### src/rtl/sample_fifo.sv
// -----------------------------------------------------------------------------
// sample_fifo
//
// Buffers audio frames coming from the I2S receiver so that the HPS can collect
// them over an Avalon-MM slave port. Each frame holds four 16-bit sample words
// {left1, right1, left2, right2}. The HPS reads the head frame word by word and
// pops it with a write to register 5. An interrupt is raised when the fill level
// reaches a programmable threshold or when frames have been dropped.
//
// Parameters
//   DEPTH      FIFO capacity in frames (power of two, 4..64)
//   THRESH     reset value of the irq threshold, in frames
//
// Ports
//   clk        single clock (50 MHz)
//   reset      asynchronous, active-low reset
//   in_left1, in_right1, in_left2, in_right2
//              sample words from the I2S receiver
//   in_valid   one-clk strobe, the four in_* words form a frame this cycle
//   chipselect, read, write, address, writedata
//              Avalon-MM slave controls
//   readdata   registered read data (1-cycle latency, holds when idle)
//   irq        registered level-sensitive interrupt
//
// Register map
//   0..3  R   head frame left1/right1/left2/right2 (0 when empty, no pop)
//   4     R   STATUS {4'b0, irq, overflow, full, empty, 1'b0, level[6:0]}
//   5     W   pop head frame                         (reads 0)
//   6     RW  CTRL {irq_en, 8'b0, thresh[6:0]}
//   7     RW  read: {8'b0, drops}; write: clear overflow and drops
// -----------------------------------------------------------------------------
module sample_fifo #(
   parameter int unsigned DEPTH  = 16,
   parameter int unsigned THRESH = 8
) (
   input  logic        clk,
   input  logic        reset,
   input  logic [15:0] in_left1,
   input  logic [15:0] in_right1,
   input  logic [15:0] in_left2,
   input  logic [15:0] in_right2,
   input  logic        in_valid,
   input  logic        chipselect,
   input  logic        read,
   input  logic        write,
   input  logic [2:0]  address,
   input  logic [15:0] writedata,
   output logic [15:0] readdata,
   output logic        irq
);

   localparam int unsigned AW = $clog2(DEPTH);
   localparam int unsigned LW = AW + 1;

   // ---------------------------------------------------------------------------
   // Reset release synchroniser. Assertion is asynchronous through the state
   // registers themselves; release only enables activity once two clk edges
   // have seen reset high, keeping the first accepted push well clear of the
   // release edge.
   // ---------------------------------------------------------------------------
   logic sync_q1;
   logic run;

   always_ff @(posedge clk or negedge reset) begin
      if (!reset) begin
         sync_q1 <= 1'b0;
         run     <= 1'b0;
      end else begin
         sync_q1 <= 1'b1;
         run     <= sync_q1;
      end
   end

   // ---------------------------------------------------------------------------
   // State
   // ---------------------------------------------------------------------------
   logic [63:0]   mem [DEPTH];
   logic [AW-1:0] wr_ptr;
   logic [AW-1:0] rd_ptr;
   logic [LW-1:0] level;
   logic          overflow;
   logic [7:0]    drops;
   logic [6:0]    thresh;
   logic          irq_en;

   // ---------------------------------------------------------------------------
   // Decode
   // ---------------------------------------------------------------------------
   logic        bus_wr;
   logic        bus_rd;
   logic        full;
   logic        empty;
   logic        pop;
   logic        push;
   logic        drop;
   logic        clr;
   logic        ctrl_wr;
   logic [6:0]  level7;
   logic [6:0]  thresh_eff;
   logic        irq_next;
   logic [63:0] head;
   logic [15:0] status;
   logic [15:0] rd_mux;
   logic        unused_wdata;

   assign unused_wdata = ^writedata[14:7];

   assign bus_wr  = run & chipselect & write;
   assign bus_rd  = run & chipselect & read;

   // Occupancy flags come from the level counter only; pointer equality is
   // ambiguous between full and empty.
   assign full    = (level == LW'(DEPTH));
   assign empty   = (level == '0);

   assign pop     = bus_wr & (address == 3'd5) & ~empty;
   // A pop in the same cycle frees a slot, so a push into a full FIFO is still
   // accepted when it coincides with a pop.
   assign push    = run & in_valid & (~full | pop);
   assign drop    = run & in_valid & full & ~pop;
   assign clr     = bus_wr & (address == 3'd7);
   assign ctrl_wr = bus_wr & (address == 3'd6);

   assign level7  = 7'(level);
   assign head    = mem[rd_ptr];

   // Threshold of zero would make irq permanently asserted; treat it as one.
   // Thresholds beyond capacity could never be reached; clamp to DEPTH.
   always_comb begin
      thresh_eff = thresh;
      if (thresh == 7'd0) begin
         thresh_eff = 7'd1;
      end else if (thresh > 7'(DEPTH)) begin
         thresh_eff = 7'(DEPTH);
      end
   end

   assign irq_next = irq_en & ((level7 >= thresh_eff) | overflow);

   assign status = {4'b0000, irq, overflow, full, empty, 1'b0, level7};

   always_comb begin
      rd_mux = '0;
      case (address)
         3'd0:    if (!empty) rd_mux = head[63:48];
         3'd1:    if (!empty) rd_mux = head[47:32];
         3'd2:    if (!empty) rd_mux = head[31:16];
         3'd3:    if (!empty) rd_mux = head[15:0];
         3'd4:    rd_mux = status;
         3'd6:    rd_mux = {irq_en, 8'h00, thresh};
         3'd7:    rd_mux = {8'h00, drops};
         default: rd_mux = '0;
      endcase
   end

   // ---------------------------------------------------------------------------
   // Frame storage (contents are not reset)
   // ---------------------------------------------------------------------------
   always_ff @(posedge clk) begin
      if (push) begin
         mem[wr_ptr] <= {in_left1, in_right1, in_left2, in_right2};
      end
   end

   // ---------------------------------------------------------------------------
   // Pointers and level
   // ---------------------------------------------------------------------------
   always_ff @(posedge clk or negedge reset) begin
      if (!reset) begin
         wr_ptr <= '0;
         rd_ptr <= '0;
         level  <= '0;
      end else begin
         // DEPTH is a power of two, so natural pointer overflow is the wrap.
         if (push) wr_ptr <= wr_ptr + AW'(1);
         if (pop)  rd_ptr <= rd_ptr + AW'(1);
         case ({push, pop})
            2'b10:   level <= level + LW'(1);
            2'b01:   level <= level - LW'(1);
            default: level <= level;
         endcase
      end
   end

   // ---------------------------------------------------------------------------
   // Overflow flag and saturating drop counter
   // ---------------------------------------------------------------------------
   always_ff @(posedge clk or negedge reset) begin
      if (!reset) begin
         overflow <= 1'b0;
         drops    <= '0;
      end else if (clr) begin
         // A drop coinciding with the clear is counted as the first new drop.
         overflow <= drop;
         drops    <= drop ? 8'd1 : 8'd0;
      end else if (drop) begin
         overflow <= 1'b1;
         if (drops != 8'hFF) drops <= drops + 8'd1;
      end
   end

   // ---------------------------------------------------------------------------
   // Control register
   // ---------------------------------------------------------------------------
   always_ff @(posedge clk or negedge reset) begin
      if (!reset) begin
         thresh <= 7'(THRESH);
         irq_en <= 1'b1;
      end else if (ctrl_wr) begin
         thresh <= writedata[6:0];
         irq_en <= writedata[15];
      end
   end

   // ---------------------------------------------------------------------------
   // Registered outputs
   // ---------------------------------------------------------------------------
   always_ff @(posedge clk or negedge reset) begin
      if (!reset) begin
         irq <= 1'b0;
      end else begin
         irq <= irq_next;
      end
   end

   always_ff @(posedge clk or negedge reset) begin
      if (!reset) begin
         readdata <= '0;
      end else if (bus_rd) begin
         readdata <= rd_mux;
      end
   end

endmodule

### config.mk
export PLATFORM = sky130hd
export DESIGN_NAME = sample_fifo
export DESIGN_NICKNAME = d
export VERILOG_FILES = /design/src/rtl/sample_fifo.sv
export SDC_FILE = /design/constraint.sdc
export NUM_CORES = 1
export LEC_CHECK = 0
export ABC_CLOCK_PERIOD_IN_PS = 10800
export CAP_MARGIN = 20
export CORE_MARGIN = 8
export CORE_UTILIZATION = 59
export CTS_BUF_LIST = sky130_fd_sc_hd__clkbuf_4 sky130_fd_sc_hd__clkbuf_8 sky130_fd_sc_hd__clkbuf_16
export CTS_CLUSTER_SIZE = 25
export DETAILED_ROUTE_END_ITERATION = 10
export PLACE_DENSITY = 0.81
export SYNTH_ARGS = -nofsm -noshare
export SYNTH_HDL_FRONTEND = slang
export SYNTH_SLANG_ARGS = --single-unit
### constraint.sdc
create_clock -name clk -period 10.8 [get_ports clk]
set_clock_uncertainty 0.2 [all_clocks]
set_input_delay 2.16 -clock clk [delete_from_list [all_inputs] [get_ports clk]]
set_output_delay 2.16 -clock clk [all_outputs]
set_load 0.05 [all_outputs]
Yosys cells after proc, flatten, opt, wreduce, memory -nomap -nowiden
Memory sizes are Yosys's and may differ from the RTL's.
Cells that the tools add are included.
W data, S select, Z words.

word-level totals
  logic and storage cells = 70
  memory bits (read-only) = 0
  memory bits (writable) = 1,024
  output and inout port bits = 17
  bits in latches = 0
  memories = 1
  bits in registers = 49

cells by class
  bitwise operators = 17
  muxes and demuxes = 16
  reductions and logical operators = 7
  add/sub/neg operators = 5
  magnitude comparators = 2
  equal/unequal tests = 11
  div/mod/pow operators = 0
  shift-type cells = 0
  multiply operators = 0

memories
  name  depth  bits a word  read ports  clocked after Yosys merged registers in  wr ports  RTL line  RTL
  mem   16     64           1           0                                        1         77        logic [63:0] mem [DEPTH];

operators with widths
  operator               count
  $pmux W16 S7           1
  $mux W16               4
  $mux W8                3
  $mux W7                2
  $and A1 B1 Y1          12
  $eq A3 B3 Y1 const B   4
  $pmux W5 S2            1
  $add A4 B1 Y4 const B  2
  $add A8 B1 Y8 const B  1
  $ne A8 B8 Y1 const B   1
  $ge A5 B7 Y1           1
  $gt A7 B5 Y1 const B   1
  $logic_not A7 Y1       1
  $eq A3 B2 Y1 const B   2
  $reduce_bool A2 Y1     3
  $add A5 B1 Y5 const B  1
  $eq A5 B5 Y1 const B   1
  $logic_not A5 Y1       1
  $mux W1                5
  $sub A5 B1 Y5 const B  1
  $eq A3 B1 Y1 const B   1
  $logic_not A3 Y1       1
  $not A1 Y1             3
  $eq A2 B1 Y1 const B   1
  3 further kinds        4

Logic depth before layout (Yosys ltp)
Gate-level depths: netlist of the first run.

  word-level depth = 8
  gate-level depth with buffers = 15

Worst setup path before layout of the first run
Ideal clock, no wire load.

  kind = input to register
  start = input address[1]
  end = memory mem[3][0] (enable)
  library setup time = 0.565 ns
  arrival = 7.757 ns
  path buffers = 2
  cell stages on the path = 7
  setup slack = 2.279 ns
  data required time = 10.035 ns
  path through = clkbuf_1 -> nor2b_1 -> a211o_1 -> nor2b_1 -> clkbuf_1 -> nand2_1 -> nor3_1

between the ends
  cells in the longest elaborated chain, start to end = 7

ends and longest elaborated chain
  what                           RTL line  RTL
  start, declared                46        input logic [2:0] address,
  $eq A3 B3 Y1                   116       assign pop = bus_wr & (address == 3'd5) & ~empty;
  $and A1 B1 Y1 (2 in a row)     116
  $or A1 B1 Y1                   119       assign push = run & in_valid & (~full | pop);
  $and A1 B1 Y1                  119
  $mux W1                        160       if (push) begin
  $mux W1 (not written as such)  161       mem[wr_ptr] <= {in_left1, in_right1, in_left2, in_right2};
  end, declared                  77

Every way passes these cells.

Worst setup path in the final report of the first run
  start = input address[2]
  end = memory mem[7][27] (enable)

Same word-level chain as after synthesis.

==> results of run 1 <==
## metal layers
layer | vias to the layer above | global-route usage [%] | wire [um]
li1 | 9109 | - | -
met3 | 257 | 5.13 | 9390
met1 | 11300 | 31.8 | 35800
met5 | - | 0 | 37
met2 | 1238 | 40.1 | 48300
met4 | 6 | 10.3 | 4080
## power breakdown
| group | internal [mW] | leakage (nW) | switching (mW) |
|---|---|---|---|
| registers | 4.80 | 9.83 | 0.165 |
| logic | 0.862 | 3.88 | 1.11 |
| clock network | 1.92 | 1.64 | 1.51 |
## cell families after synthesis
group,Yosys count
AOI/OAI and AO/OA,220
and+or+nand+nor,265
xor gates and xnor gates,18
adders and majority gates,16
muxes,429
other,1
DFF,1073
buffers and inverters,126
## flip-flops by register name, indices dropped and copies added, names as in the netlist
name / count
mem: 1024
run: 1
overflow: 1
readdata: 16
irq_en: 1
thresh: 7
drops: 8
level: 5
wr_ptr: 4
irq: 1
rd_ptr: 4
sync_q1: 1
## cell type report
type	instances	area, sq um
inverters	10	37.5
flip-flops and latches	1073	32000
clock inverters	59	410
repair buffers	146	1380
multi-input cells	949	9540
clock buffers	132	2850
well taps	940	1180
fillers	4368	22800
diodes	6	15.0
## worst max-delay path by stage
| stage | slack, ns | end | cells past startpoint | start |
|---|---|---|---|---|
| after floorplan | 2.28 | mem[3][0] | 7 | address[1] |
| after global placement | 4.10 | mem[7][18] | 8 | address[2] |
| after detailed placement | 4.01 | mem[4][2] | 8 | address[2] |
| after CTS | 4.67 | mem[4][2] | 8 | address[2] |
| after global routing | 4.41 | mem[4][2] | 8 | address[2] |
| final | 4.59 | mem[7][27] | 8 | address[2] |
## cell usage in the layout (no fill, tap or decap), drive strengths merged, types with 3 or more instances in the layout
cell type      Yosys  final
edfxtp          1024   1024
mux2i            265    265
mux4             141    141
clkbuf            51    132
a22oi            127    127
clkdlybuf4s50      0     96
nand2             67     67
nand3             67     67
clkinv             1     52
buf               65     50
dfrtp             47     47
nor2              43     43
nand4             25     25
mux2              23     23
nor3              19     19
a21oi             18     18
o21ai             18     18
a221oi            16     16
ha                15     15
inv                9     12
nor2b             11     11
o211ai            10     10
xnor2              9      9
xor2               9      9
a211oi             9      9
nand2b             8      8
and2               7      7
diode              0      6
nor3b              5      5
and3               4      4
a21o               3      3
a221o              3      3
o2111ai            3      3
clkinvlp           0      3
nor4               3      3
## stage by stage
stage	setup slack (ns)	std cells	utilization (%)	power (mW)
5_1_grt	4.41	3312	67.6	10.7
3_3_place_gp	4.10	3117	62.9	6.92
6_report	4.59	3315	67.6	10.4
4_1_cts	4.67	3308	67.5	10.4
2_1_floorplan	2.28	2148	-	6.45
3_5_place_dp	4.01	3117	62.9	6.99
==> results.toml, run 1 <==
[run]
cap_violations = 0

[floorplan]
core_sq_um = 70100
fp.dieArea_sq_um = 79800
die_y_um = 283
rows = 97
dieWidth_um = 283
start_util_pct = 59.8
io_pins = 106

[min_path]
hp-class = "reg -> reg"
worstHoldEndpoint = "run"
hp-start = "sync_q1"
hold_depth = 0

[cts]
cts_root_buf = "clkbuf_16"
tritoncts = "yes"
cts-resized-gates = 0
numCtsBuffers = 103
clk_pin_slew_ns = 0.06
holdBufCountCts = 0
postCtsSetupBuffers = 0
clock-sinks = 1073
clock_latency_ns = 0.67
htree_levels = 3
cts_max_path_buffers = 3

[layout]
synthToLayoutAreaGrowth_pct = 13.0
nNetsFinal = 2388
finalInstanceArea_sq_um = 47400
final_layout_size_suffix_gt1_share_pct = 17.7

[setup_path]
cp_max_fo = 47
crit_family = "simple AND/OR/NAND/NOR gates"
r2r-end = "readdata[12]"
path_buf_inv = 3
cp.arrival_ns = 6.28
required_ns = 10.87
critPathCaptureType = "register"
critPathMaxStageDelay_ns = 0.86
cp-start-kind = "input port"
path_cells = "clkdlybuf4s50_1 > buf_4 > nor2b_1 > a211o_1 > nor2b_1 > nand2_1 > nor2_4 > buf_4"
critical_path.slowest_cell = "nor2_4"
r2r_cells = 9
r2r-start = "rd_ptr[1]"
critPathKind = "in -> reg"
r2r_slack_ns = 6.42

[routing]
drt_wl_total_mm = 97.6
ant_nets = 0
dr_total_vias = 21900
dr.pass1.iters = 6
drc_errors = 0
via_per_inst = 6.60
initialDrtViolationCount = 2682
wl_per_cell_um = 29.4

[sta]
relSlewSlack_pct = 12.4
min_period_ns = 6.21
setup_violations = 0
rsz0062_at_grt = "false"
max_freq_mhz = 161
whs_ns = 0.148
worst_pin_slew_ns = 1.31
min_period_over_period_pct = 57.5
final.setup.tns_ns = 0
drv_slew = 0
hold_violations = 0

[logic_synthesis]
synth-edff-count = 1024
synth_flop_cell = "edfxtp_1"
yosysWarnings = 0
synth_fa_ha_area_share_pct = 0.495
synth.avg_cell_area_sq_um = 19.5
ys_types = 55
async_flop_share_pct = 4.57
syn-cell-area_sq_um = 41900
synthesis.nets = 2253
synth_xor_area_share_pct = 0.376
synth_top_area_share_pct = 73.3
synth-simple-area-share_pct = 3.09
synth.ff_latch_count = 1073
synth_compound_area_share_pct = 3.84
yosysTopAreaCell = "edfxtp_1"
synth_area_leaders = "edfxtp_1, mux4_2, mux2i_1"
synthCells = 2148
yosysMostFrequentCell = "edfxtp_1"
synthMuxAreaShare_pct = 14.5
synth_top_family_by_area = "multiplexers"
ys_seq_area_share_pct = 76.3
synth_commonest_cells = "edfxtp_1, mux2i_1, mux4_2"

[global_route]
grt_antenna_before_repair = 9
grt_start_max_net_pins = 148
grt_pass1_wl_mm = 143
overflow = 0
grt_pass1_vias = 22200
grt_use_total_pct = 24.4

[placed_design]
place_area_sq_um = 44100
portBuffers = 97
globalplace.congestion = 0.875
dp_hpwl_mm = 52.0

[power_and_ir_drop]
ir_drop_v = 0.000166
p_leak_nw = 15.4
powerDensity_nw_per_um2 = 219

[run_status]
status = "complete, no violations"
Note: power is estimated with default switching activity, not from simulation.
==> inputs of run 2 (changes only) <==
Settings changed: ABC_CLOCK_PERIOD_IN_PS 10800 to 5400, CORE_UTILIZATION 59 to 55, PLACE_DENSITY 0.81 to 0.79.
Clock period 10.8 ns to 5.4 ns, I/O delays scaled along.
==> run 2 against run 1 <==
  * Wire length increased by 1.5%
  * Combinational power increased by 100%
  * Core utilization decreased by 4.1 points
  * Die area increased by 6.9%
  * Total power increased by 110%
  * Critical endpoint is now mem[8][44]
  * Sequential power increased by 100%
  * Clock power increased by 110%
  * Clock-buffer cell count decreased by 6
  * Final cell count increased by 2.1%
  * Critical path type unchanged
  * Global-route usage decreased by 1.5 points
  * Register-to-register slack got worse by 4.6 ns
==> results.toml, run 2 (synthesis gave the netlist of run 1 again) <==
[power_and_ir_drop]
powerDensity_nw_per_um2 = 445
p_total_mw = 21.4
p_int_mw = 15.7
clkPwrFrac_pct = 34.5
p_leak_nw = 15.7
pwr-share-seq_pct = 46.7
ir_drop_v = 0.000332
p_sw_mw = 5.67
netSwitchingFraction_pct = 26.5
p_comb_share_pct = 18.8

[floorplan]
dieWidth_um = 292
fp.dieArea_sq_um = 85300
die_y_um = 292
io_pins = 106
start_util_pct = 55.4
rows = 101
core_sq_um = 75700

[setup_path]
critical_path.slowest_cell = "clkdlybuf4s50_1"
cp-start-kind = "input port"
critPathCaptureType = "register"
cp_max_fo = 17
path_buf_inv = 3
critPathMaxStageDelay_ns = 0.69
critPathKind = "in -> reg"
cp.arrival_ns = 4.08
crit_family = "simple AND/OR/NAND/NOR gates"
required_ns = 5.53
path_cells = "clkdlybuf4s50_1 > nor2b_1 > a211o_1 > nor2b_1 > buf_4 > nand2_1 > nor2_4 > buf_4"

[cts]
cts_max_path_buffers = 3
cts-resized-gates = 0
clk_pin_slew_ns = 0.06
holdBufCountCts = 0
cts_root_buf = "clkbuf_16"
htree_levels = 3
postCtsSetupBuffers = 0
clock_latency_ns = 0.68
clock-sinks = 1073
tritoncts = "yes"
numCtsBuffers = 104

[layout]
fin_util_pct = 63.4
final_layout_size_suffix_gt1_share_pct = 18.6
synthToLayoutAreaGrowth_pct = 14.6
most-common-layout-cells = "edfxtp_1, mux2i_1, mux4_2, a22oi_1, clkbuf_16"
layout_commonest_cell = "edfxtp_1"
top_register = "mem"
n_fill_cell = 4881
finalInstanceArea_sq_um = 48000
reg.largest.list = "mem: 1024 flops, readdata: 16 flops, drops: 8 flops"
largest_register_ffs = 1024
nNetsFinal = 2423

[sta]
whs_ns = 0.150
max_freq_mhz = 253
rsz0062_at_grt = "false"
drv_slew = 0
hold_violations = 0
setup_violations = 0
min_period_over_period_pct = 73.3
worst_pin_slew_ns = 1.14
min_period_ns = 3.96
relSlewSlack_pct = 23.1

[routing]
via_per_inst = 6.47
drt_wl_total_mm = 99.1
dr.pass1.iters = 6
ant_nets = 0
wl_per_cell_um = 29.3
drc_errors = 0
dr_total_vias = 21900
initialDrtViolationCount = 2407

[placed_design]
place_area_sq_um = 44500
globalplace.congestion = 0.877
portBuffers = 97
dp_hpwl_mm = 55.3

[global_route]
grt_use_total_pct = 22.9
grt_pass1_wl_mm = 146
grt_start_max_net_pins = 101
grt_pass1_vias = 22600
grt_antenna_before_repair = 6
overflow = 0

[min_path]
hp-class = "reg -> reg"

[run]
cap_violations = 0

[run_status]
status = "complete, no violations"
==> run 2: cell count changes in the layout (fill, tap and decap cells not counted), moves of 4 or more <==
cell / previous run / this run
buf_4: 46 / 72
bufinv_16: 2 / 12
buf_12: 2 / 11
clkinv_2: 26 / 19
clkbuf_4: 22 / 17
clkinv_1: 20 / 25
clkbuf_8: 6 / 2
==> run 2: power by group through the flow <==
stage	clock [mW]	sequential, mW	combinational (mW)
global placement	0	10.1	3.88
floorplan	0	10.0	2.86
finish	7.37	9.98	4.02
detailed placement	0	10.1	3.99
global route	7.75	10.0	4.27
CTS	7.44	9.98	4.03
==> run 2: worst paths after layout <==
check                           startpoint  cells after the start  slack [ns]     endpoint
worst min register to register     sync_q1                      0        0.15          run
worst min-delay path               sync_q1                      0        0.15          run
max in group asynchronous            reset                      2        4.12    rd_ptr[1]
worst max-delay path            address[2]                      8        1.44   mem[8][44]
min in group asynchronous            reset                      2        0.33     drops[6]
worst max register to register   rd_ptr[0]                      7        1.78  readdata[3]
==> run 2: layout make-up <==
cell class | instances | area [sq um] | area share, %
clock buffers | 126 | 2830 | 5.90
flip-flops and latches | 1073 | 32000 | 66.6
inverters | 10 | 37.5 | 0.0782
repair buffers | 180 | 1730 | 3.60
diodes | 3 | 7.51 | 0.0156
clock inverters | 67 | 678 | 1.41
multi-input cells | 949 | 9530 | 19.8
well taps | 978 | 1220 | 2.55
==> run 2: metrics by stage <==
stage	worst slack, ns	setup TNS, ns	cells
CTS	1.55	0	3383
detailed placement	0.878	0	3190
floorplan	-0.325	-189.74	2148
global route	1.40	0	3385
finish	1.44	0	3386
global placement	0.913	0	3190
==> run 2: worst reg2reg max path: cells and delay by family, from the launching register on <==
kind	cells	cell delay, ns
buffers and inverters	1	0.65
and+or+nand+nor	2	0.24
AOI/OAI and AO/OA	3	0.98
muxes	1	0.27
DFF	1	1.10
==> run 2: routing by layer <==
layer	track usage (%)	wire, um	vias up
li1	-	-	9168
met1	29.7	36400	11300
met2	38.2	49900	1202
met3	4.42	9010	229
met4	9.26	3760	6
met5	0	41	-
